**src/rtl/vend_credit_fsm.sv**
```systemverilog
// Multi-item vending controller: one credit accumulator in 5-rupee units, a packed
// per-item price table, cancel/refund, an overflow guard and coin-by-coin change return.
module vend_credit_fsm #(
    parameter int                            NUM_ITEMS  = 4,
    parameter int                            PRICE_W    = 4,
    parameter logic [NUM_ITEMS*PRICE_W-1:0]  PRICES     = 16'h6543,
    parameter int                            MAX_CREDIT = 15,
    parameter int                            CREDIT_W   = 5,
    parameter int                            SEL_W      = 2
) (
    input  logic                clk,
    input  logic                rst_n,
    input  logic [SEL_W-1:0]    item_sel,
    input  logic                coin_5,
    input  logic                coin_10,
    input  logic                cancel,
    input  logic                chg_ack,
    output logic                product,
    output logic [SEL_W-1:0]    product_id,
    output logic                chg_coin,
    output logic                coin_reject,
    output logic [CREDIT_W-1:0] credit,
    output logic                busy
);

    // One spare bit so credit + coin value can be compared against the limit without wrapping.
    localparam int SUM_W = CREDIT_W + 1;

    typedef enum logic [1:0] {
        S_IDLE    = 2'd0,
        S_COLLECT = 2'd1,
        S_VEND    = 2'd2,
        S_REFUND  = 2'd3
    } state_t;

    function automatic logic [SUM_W-1:0] price_of(input logic [SEL_W-1:0] idx);
        logic [SUM_W-1:0] p;
        p = '0;
        for (int i = 0; i < NUM_ITEMS; i++) begin
            p = (idx == SEL_W'(i)) ? SUM_W'(PRICES[i*PRICE_W +: PRICE_W]) : p;
        end
        return p;
    endfunction

    state_t              state_q, state_d;
    logic [CREDIT_W-1:0] credit_q, credit_d;
    logic [SEL_W-1:0]    sel_q, sel_d;
    logic                product_q, product_d;
    logic [SEL_W-1:0]    product_id_q, product_id_d;
    logic                chg_coin_q, chg_coin_d;
    logic                coin_reject_q, coin_reject_d;
    logic                busy_q, busy_d;

    logic [SUM_W-1:0]    coin_val_s;
    logic                coin_any_s;
    logic [SUM_W-1:0]    credit_sum_s;
    logic [SUM_W-1:0]    price_s;
    logic [SUM_W-1:0]    price_new_s;
    logic                sel_valid_s;
    logic [SUM_W-1:0]    max_credit_s;

    // Both coin pulses in one cycle add up: {coin_10, coin_5} is exactly 2*coin_10 + coin_5.
    assign coin_val_s   = SUM_W'({coin_10, coin_5});
    assign coin_any_s   = coin_5 | coin_10;
    assign credit_sum_s = {1'b0, credit_q} + coin_val_s;
    assign price_s      = price_of(sel_q);
    assign price_new_s  = price_of(item_sel);
    assign sel_valid_s  = ({1'b0, item_sel} < (SEL_W+1)'(NUM_ITEMS));
    assign max_credit_s = SUM_W'(MAX_CREDIT);

    // Next-state, credit and registered-output decode.
    always_comb begin
        state_d       = state_q;
        credit_d      = credit_q;
        sel_d         = sel_q;
        coin_reject_d = 1'b0;

        case (state_q)
            S_IDLE: begin
                if (coin_any_s) begin
                    if (!sel_valid_s || (coin_val_s > max_credit_s)) begin
                        coin_reject_d = 1'b1;
                    end else begin
                        sel_d    = item_sel;
                        credit_d = coin_val_s[CREDIT_W-1:0];
                        state_d  = (coin_val_s >= price_new_s) ? S_VEND : S_COLLECT;
                    end
                end else begin
                    state_d = S_IDLE;
                end
            end
            S_COLLECT: begin
                if (cancel) begin
                    coin_reject_d = coin_any_s;
                    state_d       = (credit_q != CREDIT_W'(0)) ? S_REFUND : S_IDLE;
                end else if (credit_sum_s > max_credit_s) begin
                    coin_reject_d = 1'b1;
                end else begin
                    credit_d = credit_sum_s[CREDIT_W-1:0];
                    state_d  = (credit_sum_s >= price_s) ? S_VEND : S_COLLECT;
                end
            end
            S_VEND: begin
                coin_reject_d = coin_any_s;
                if ({1'b0, credit_q} > price_s) begin
                    credit_d = credit_q - price_s[CREDIT_W-1:0];
                    state_d  = S_REFUND;
                end else begin
                    credit_d = '0;
                    state_d  = S_IDLE;
                end
            end
            S_REFUND: begin
                coin_reject_d = coin_any_s;
                if (credit_q == CREDIT_W'(0)) begin
                    state_d = S_IDLE;
                end else if (chg_coin_q && chg_ack) begin
                    credit_d = credit_q - CREDIT_W'(1);
                    state_d  = (credit_q == CREDIT_W'(1)) ? S_IDLE : S_REFUND;
                end else begin
                    state_d = S_REFUND;
                end
            end
            default: begin
                state_d  = S_IDLE;
                credit_d = '0;
            end
        endcase

        // Outputs are decoded from the next state so they line up with the state they describe.
        product_d    = (state_d == S_VEND);
        product_id_d = (state_d == S_VEND) ? sel_d : product_id_q;
        chg_coin_d   = (state_d == S_REFUND) && (credit_d != CREDIT_W'(0));
        busy_d       = (state_d != S_IDLE);
    end

    // State, credit and output registers.
    always_ff @(posedge clk or negedge rst_n) begin
        if (!rst_n) begin
            state_q       <= S_IDLE;
            credit_q      <= '0;
            sel_q         <= '0;
            product_q     <= 1'b0;
            product_id_q  <= '0;
            chg_coin_q    <= 1'b0;
            coin_reject_q <= 1'b0;
            busy_q        <= 1'b0;
        end else begin
            state_q       <= state_d;
            credit_q      <= credit_d;
            sel_q         <= sel_d;
            product_q     <= product_d;
            product_id_q  <= product_id_d;
            chg_coin_q    <= chg_coin_d;
            coin_reject_q <= coin_reject_d;
            busy_q        <= busy_d;
        end
    end

    assign product     = product_q;
    assign product_id  = product_id_q;
    assign chg_coin    = chg_coin_q;
    assign coin_reject = coin_reject_q;
    assign credit      = credit_q;
    assign busy        = busy_q;

endmodule

```
**config.mk**
```make
export PLATFORM = sky130hd
export DESIGN_NAME = vend_credit_fsm
export DESIGN_NICKNAME = d
export VERILOG_FILES = /design/src/rtl/vend_credit_fsm.sv
export SDC_FILE = /design/constraint.sdc
export NUM_CORES = 1
export LEC_CHECK = 0
export CAP_MARGIN = 10
export CORE_AREA = 2 2 54 56
export CTS_CLUSTER_DIAMETER = 120
export DETAILED_ROUTE_END_ITERATION = 6
export DIE_AREA = 0 0 56 58
export PLACE_DENSITY = 0.78
export SETUP_SLACK_MARGIN = 0.1
export SLEW_MARGIN = 20
export SYNTH_ARGS = -nofsm -noshare
export SYNTH_HDL_FRONTEND = slang
export SYNTH_SLANG_ARGS = --single-unit
```
**constraint.sdc**
```tcl
create_clock -name clk -period 3.2 [get_ports clk]
set_input_delay 0.64 -clock clk [delete_from_list [all_inputs] [get_ports clk]]
set_output_delay 0.64 -clock clk [all_outputs]
set_load 0.05 [all_outputs]
```
==> results of run 1 <==
[cells in the final DEF (no fill, tap or decap), drive strengths merged, types with 2 or more instances in the layout]
cell type and instances:
clkdlybuf4s50 18, ha 17, inv 16, dfrtp 15
nand3 11, nor2 10, a21oi 10, nand2 6
buf 6, o21ai 6, a21o 5, nand2b 4
or2 4, a31oi 4, xor2 3, mux2 3
a211o 3, clkbuf 3, and2 2, and3b 2
o21a 2, nand4 2, nand4b 2, o22ai 2
fa 2, a311oi 2, or4 2
[final timing paths]
kind	slack, ns	start	end	cells after the start
setup / recovery	0.24	coin_5	product_id[1]	9
hold / removal	0.50	product_id[0]	product_id[0]	1
setup reg to reg	0.50	credit[0]	product_id[1]	8
hold reg to reg	0.50	product_id[0]	product_id[0]	1
max in group asynchronous	1.99	rst_n	chg_coin	1
min in group asynchronous	0.76	rst_n	product	1
[cell usage after synthesis, types with 4 or more instances]
master	instances	area, µm²
nand3_1	11	55.05
dfrtp_1	15	375.4
o21ai_1	4	20.02
ha_1	17	212.7
a21o_1	5	37.54
inv_1	14	52.55
nor2_1	10	37.54
nand2b_1	4	25.02
nand2_1	6	22.52
a21oi_1	10	50.05
[area by class of cell]
| cell class | count | area [µm²] |
|---|---|---|
| Clock inverter | 1 | 5.005 |
| Sequential cell | 15 | 375.4 |
| Tap cell | 31 | 38.79 |
| Multi-Input combinational cell | 122 | 945.9 |
| Clock buffer | 3 | 22.52 |
| Inverter | 16 | 60.06 |
| Fill cell | 240 | 989.7 |
| Timing Repair Buffer | 24 | 225.2 |
[per-stage QoR]
step                      util [%]  hold WS [ns]
after floorplan                  -        0.3444
after global placement       61.80        0.4703
after detailed placement     61.80        0.4816
after CTS                    62.83        0.5039
after global routing         62.83        0.5354
final                        62.83        0.5045
[registers in the layout, indices dropped and copies added, names as in the netlist]
register	count
busy	1
chg_coin	1
state_q	2
sel_q	2
product_id	2
coin_reject	1
product	1
credit	5
[cell families after synthesis]
logic type               share of synthesized area (%)
AO/OA/AOI/OAI                                    22.72
XOR/XNOR                                         2.485
adder cells (fa/ha/maj)                          17.92
buffers and inverters                            6.300
flip-flops                                       26.62
multiplexers                                     3.105
AND/OR/NAND/NOR                                  20.85
[metal layers]
metal  track usage, %  vias up  routed length (µm)
li1                 -      632                   -
met1            35.98      654                1704
met2            41.68       51                1792
met3            3.348       15                 216
met4            9.524        0                  99
met5                0        -                   0
==> impl_metrics.json, run 1 <==
{
  "die_y_um": 58,
  "crit_chain": "clkdlybuf4s50_1, ha_1, fa_1, xor2_1, ha_1, a21oi_1, a21o_1, o22ai_1, mux2_1",
  "setup_tns_ns": 0,
  "hold_class": "register to register",
  "critPathMaxStageDelay_ns": 0.46,
  "drc": 0,
  "finalWirelength_um": 3813,
  "fin_area_um2": 1673,
  "overflow": 0,
  "yosysWarnings": 0,
  "fmax_mhz": 337.4,
  "rows": 19,
  "ios": 19,
  "drtIter0Drc": 44,
  "cp_slowest_cell": "fa_1",
  "drv_slew": 0,
  "htree_levels": 1,
  "layout.nets": 209,
  "synthArstFlopShare_pct": 100.0,
  "relSlewSlack_pct": 52.99,
  "critical_path_buf_inv_count": 1,
  "port_buffers": 18,
  "cp_common_cell": "ha_1",
  "cap_viol_max_count": 0,
  "track_usage_pct": 25.88,
  "ys_ff_latch": 15,
  "wl_per_cell_um": 17.99,
  "clockBufferDepth": 2,
  "core_um2": 2663,
  "path_clk_slew_ns": 0.09,
  "grt_pass1_vias": 1327,
  "avgSynthCellArea_um2": 8.925,
  "place_congestion": 1.001,
  "insertion_delay_ns": 0.29,
  "antenna_found_initial": 0,
  "clkSinkCount": 15,
  "setup_viol": 0,
  "critPathKind": "input pin to register",
  "fin_skew_ns": 0.0008644,
  "vias": 1352,
  "finalHoldViolCount": 0,
  "firstDrtPassIters": 4,
  "finalCritPeriodShare_pct": 92.63,
  "postCtsHoldBufs": 0,
  "ys_seq_area_share_pct": 26.62,
  "crit_required_ns": 3.38,
  "cp-end-kind": "register",
  "cts_resized": 0,
  "dp_cells": 208,
  "fin_cells": 212,
  "area_growth_pct": 18.63,
  "drive_gt1_share_pct": 9.392,
  "start_util_pct": 52.96,
  "die_x_um": 56,
  "synth_cell_types": 51,
  "rsz0062_at_grt": "no",
  "dp_hpwl_um": 3061,
  "crit_fanout": 4,
  "syn_nets": 185,
  "startpoint_type": "input pin",
  "worst_slew_pin_slew_ns": 0.7029,
  "place_area_um2": 1645,
  "grt_max_degree": 16,
  "dp_slack_ns": -0.07543,
  "numCtsBuffers": 3,
  "cts_tree": "built",
  "antenna_left": 0,
  "outcome": "complete, no violations",
  "fin_ws_ns": 0.2358,
  "vias_per_cell": 6.377,
  "synth_edf_count": 0,
  "finalCriticalPeriod_ns": 2.964,
  "diodes": 0,
  "cp_top_family": "adder cells",
  "netlist_area_um2": 1410,
  "dieArea_um2": 3248,
  "cp.arrival_ns": 3.14,
  "cts_setup_buffers": 0,
  "cts_root_buf": "clkbuf_4",
  "ys_dominant_reg_cell": "dfrtp_1",
  "grt_first_pass_wirelength_um": 6610,
  "synthCells": 158
}
Power of run 1 is left out: the tool's default activity adds up to more than one toggle a clock period on the data nets, which glitch-free logic cannot reach.
==> run 2: changes to the inputs <==
- GPL_TIMING_DRIVEN: unset -> 0
- SLEW_MARGIN: 20 -> 40
==> impl_metrics.json, run 2 (synthesis results as in run 1) <==
{
  "reg2reg_from": "credit[0]",
  "cp.arrival_ns": 3.04,
  "startpoint": "coin_5",
  "clockBufferDepth": 2,
  "wl_per_cell_um": 17.45,
  "area_growth_pct": 18.54,
  "crit_chain": "dlygate4sd2_1, ha_1, fa_2, and3b_1, a31oi_4, mux2_1, a221o_1, o31ai_1, a31oi_1",
  "diodes": 0,
  "finalCriticalPeriod_ns": 2.887,
  "htree_levels": 1,
  "drive_gt1_share_pct": 8.333,
  "hold_class": "register to register",
  "antenna_left": 0,
  "fin_area_um2": 1672,
  "post-route-util_pct": 62.78,
  "antenna_found_initial": 0,
  "place_area_um2": 1629,
  "grt_max_degree": 16,
  "cts_root_buf": "clkbuf_4",
  "layout_commonest_cell": "ha_1",
  "fillCellCount": 242,
  "cp_top_family": "compound AO/OA/AOI/OAI gates",
  "relSlewSlack_pct": 56.97,
  "fin_skew_ns": 0.005171,
  "cp-end-kind": "register",
  "largest_reg_flops": 5,
  "die_x_um": 56,
  "track_usage_pct": 25.58,
  "cp_slowest_cell": "fa_2",
  "fin_cells": 211,
  "dp_cells": 207,
  "worst_slew_pin_slew_ns": 0.6434,
  "dp_hpwl_um": 3028,
  "rsz0062_at_grt": "no",
  "core_um2": 2663,
  "dieArea_um2": 3248,
  "path_clk_slew_ns": 0.09,
  "critical_path_buf_inv_count": 1,
  "cap_viol_max_count": 0,
  "worstHoldStart": "product_id[1]",
  "insertion_delay_ns": 0.29,
  "ios": 19,
  "clkSinkCount": 15,
  "crit_fanout": 7,
  "vias_per_cell": 6.294,
  "critPathMaxStageDelay_ns": 0.39,
  "finalHoldViolCount": 0,
  "drc": 0,
  "outcome": "complete, no violations",
  "overflow": 0,
  "setup_tns_ns": 0,
  "place_congestion": 0.8842,
  "fmax_mhz": 346.4,
  "rows": 19,
  "finalCritPeriodShare_pct": 90.21,
  "grt_first_pass_wirelength_um": 6423,
  "numCtsBuffers": 3,
  "drtIter0Drc": 67,
  "finalWirelength_um": 3683,
  "layout.nets": 208,
  "startpoint_type": "input pin",
  "cts_tree": "built",
  "start_util_pct": 52.96,
  "layout_common_cells": "ha_1 (17), clkdlybuf4s50_1 (16), dfrtp_1 (15)",
  "firstDrtPassIters": 4,
  "crit_required_ns": 3.35,
  "vias": 1328,
  "drv_slew": 0,
  "port_buffers": 18,
  "die_y_um": 58,
  "setup_viol": 0,
  "critPathKind": "input pin to register",
  "grt_pass1_vias": 1379
}
## run 2: metrics by stage
step | hold WS, ns | setup WS (ns)
2_1_floorplan | 0.3444 | 0.4351
3_3_place_gp | 0.4707 | -0.3410
3_5_place_dp | 0.4739 | -0.3709
4_1_cts | 0.4965 | 0.1476
5_1_grt | 0.5183 | 0.2189
6_report | 0.4902 | 0.3131
## run 2: per-layer routing
layer  part of all wire [%]  global-route usage, %  routed length, µm
met3                    5.6                  1.116                206
met4                    4.5                  16.33                166
met2                     46                  41.51               1703
met1                     44                  33.85               1606
met5                      0                      0                  0
## run 2: what timing repair did
item                       in CTS  in global routing
resized for setup               2                  2
pin swaps                       0                  0
hold buffers                    0                  0
buffers inserted                0                  0
setup endpoints to repair       4                  3
## run 2: layout make-up
type | instances | area, µm² | share of cell area, %
Buffer | 5 | 28.78 | 1.722
Clock buffer | 3 | 22.52 | 1.347
Clock inverter | 1 | 7.507 | 0.4491
Inverter | 16 | 60.06 | 3.593
Multi-Input combinational cell | 122 | 957.2 | 57.26
Sequential cell | 15 | 375.4 | 22.46
Tap cell | 31 | 38.79 | 2.320
Timing Repair Buffer | 18 | 181.4 | 10.85
## run 2: path summary, 6_finish.rpt
| check | endpoint | cells past startpoint | slack (ns) |
|---|---|---|---|
| min in group asynchronous | product_id[1] | 1 | 0.73 |
| worst max register to register | chg_coin | 8 | 0.49 |
| worst max-delay path | chg_coin | 9 | 0.31 |
| worst min register to register | product_id[1] | 1 | 0.49 |
| max in group asynchronous | credit[2] | 1 | 2.05 |
| worst min-delay path | product_id[1] | 1 | 0.49 |
## run 2: worst register-to-register path, cell delays in order, from the launching register on
cell     delay, ns
dfrtp_1       0.49
ha_1          0.24
fa_2          0.39
and3b_1       0.26
a31oi_4       0.25
mux2_1        0.36
a221o_1       0.30
o31ai_1       0.14
a31oi_1       0.14
Power of run 2 is left out for the same reason.
==> run 3: changes to the inputs <==
- CTS_CLUSTER_SIZE: unset -> 30
- PLACE_DENSITY: 0.78 -> 0.77
==> impl_metrics.json, run 3 (synthesis results as in run 1) <==
{
  "place_congestion": 0.9757,
  "die_y_um": 58,
  "grt_max_degree": 16,
  "cap_viol_max_count": 0,
  "cp.arrival_ns": 3.02,
  "outcome": "complete, no violations",
  "vias_per_cell": 6.142,
  "relSlewSlack_pct": 58.32,
  "die_x_um": 56,
  "layout_commonest_cell": "ha_1",
  "largest_reg_flops": 5,
  "setup_viol": 0,
  "antenna_left": 0,
  "vias": 1296,
  "drc": 0,
  "grt_pass1_vias": 1339,
  "layout.nets": 208,
  "rows": 19,
  "place_area_um2": 1629,
  "core_um2": 2663,
  "htree_levels": 1,
  "clkSinkCount": 15,
  "path_clk_slew_ns": 0.08,
  "critical_path_buf_inv_count": 1,
  "area_growth_pct": 18.28,
  "cts_root_buf": "clkbuf_4",
  "cts_tree": "built",
  "wl_per_cell_um": 16.68,
  "startpoint_type": "input pin",
  "finalHoldViolCount": 0,
  "rsz0062_at_grt": "no",
  "fin_area_um2": 1668,
  "firstDrtPassIters": 4,
  "diodes": 0,
  "start_util_pct": 52.96,
  "drtIter0Drc": 79,
  "clockBufferDepth": 2,
  "numCtsBuffers": 3,
  "cp_slowest_cell": "fa_2",
  "finalCriticalPeriod_ns": 2.883,
  "cp_top_family": "compound AO/OA/AOI/OAI gates",
  "crit_fanout": 7,
  "worst_slew_pin_slew_ns": 0.6233,
  "fin_skew_ns": 0.003325,
  "drv_slew": 0,
  "cp-end-kind": "register",
  "crit_chain": "dlygate4sd2_1, ha_1, fa_2, and3b_1, a31oi_4, mux2_1, a221o_1, o31ai_1, a31oi_1",
  "fmax_mhz": 346.8,
  "layout_common_cells": "ha_1 (17), clkdlybuf4s50_1 (16), dfrtp_1 (15)",
  "insertion_delay_ns": 0.27,
  "critPathKind": "input pin to register",
  "ios": 19,
  "overflow": 0,
  "antenna_found_initial": 0,
  "crit_required_ns": 3.33,
  "drive_gt1_share_pct": 7.778,
  "finalCritPeriodShare_pct": 90.10,
  "track_usage_pct": 23.87,
  "cts_setup_buffers": 0,
  "port_buffers": 18,
  "critPathMaxStageDelay_ns": 0.40,
  "dieArea_um2": 3248,
  "finalWirelength_um": 3519,
  "hold_class": "register to register",
  "grt_first_pass_wirelength_um": 6113,
  "dp_hpwl_um": 2933
}
[run 3: changes by cell type in the layout (fill, tap and decap cells not counted)]
| cell | before | now |
|---|---|---|
| clkbuf_1 | 2 | 3 |
| clkinvlp_4 | 1 | 0 |
[run 3: final timing paths]
check / startpoint / to / slack [ns] / cells past startpoint
min in group asynchronous: rst_n / coin_reject / 0.75 / 1
worst max register to register: credit[0] / chg_coin / 0.51 / 8
max in group asynchronous: rst_n / credit[0] / 2.04 / 1
worst max-delay path: coin_5 / chg_coin / 0.32 / 9
worst min-delay path: product_id[0] / product_id[0] / 0.50 / 1
worst min register to register: product_id[0] / product_id[0] / 0.50 / 1
[run 3: metrics by stage]
stage                     hold slack (ns)  setup TNS, ns  setup WS, ns  util [%]  instances
after CTS                          0.5006              0        0.2028     62.55        211
after floorplan                    0.3444              0        0.4351         -        158
after global routing               0.5191              0        0.1733     62.64        211
final                              0.4975              0        0.3168     62.64        211
after global placement             0.4688         -1.042       -0.3387     61.18        207
after detailed placement           0.4794         -1.422       -0.3872     61.18        207
[run 3: routing by layer]
metal  wire length (µm)  GRT usage, %  up-vias
met4                 48         8.163        0
met5                  0             0        -
met3                226         2.902        6
li1                   -             -      630
met1               1562         31.82      606
met2               1681         40.50       54
[run 3: cell type report]
type                       instances  area [µm²]
multi-input combinational        122       957.2
clock buffer                       4       26.28
timing repair buffer              18       181.4
fill                             224       994.7
buffer                             5       28.78
tap                               31       38.79
inverter                          16       60.06
sequential                        15       375.4
[run 3: worst register-to-register path, cell delays in order (launching register included)]
cell and delay, ns:
dfrtp_1 0.48, ha_1 0.25, fa_2 0.40, and3b_1 0.27, a31oi_4 0.25, mux2_1 0.37, a221o_1 0.30, o31ai_1 0.12
a31oi_1 0.13
[run 3: repair_timing]
action	CTS	global route
hold buffers	0	0
endpoints found under the setup margin	4	1
gates resized for setup	3	1
Power of run 3 is left out for the same reason.
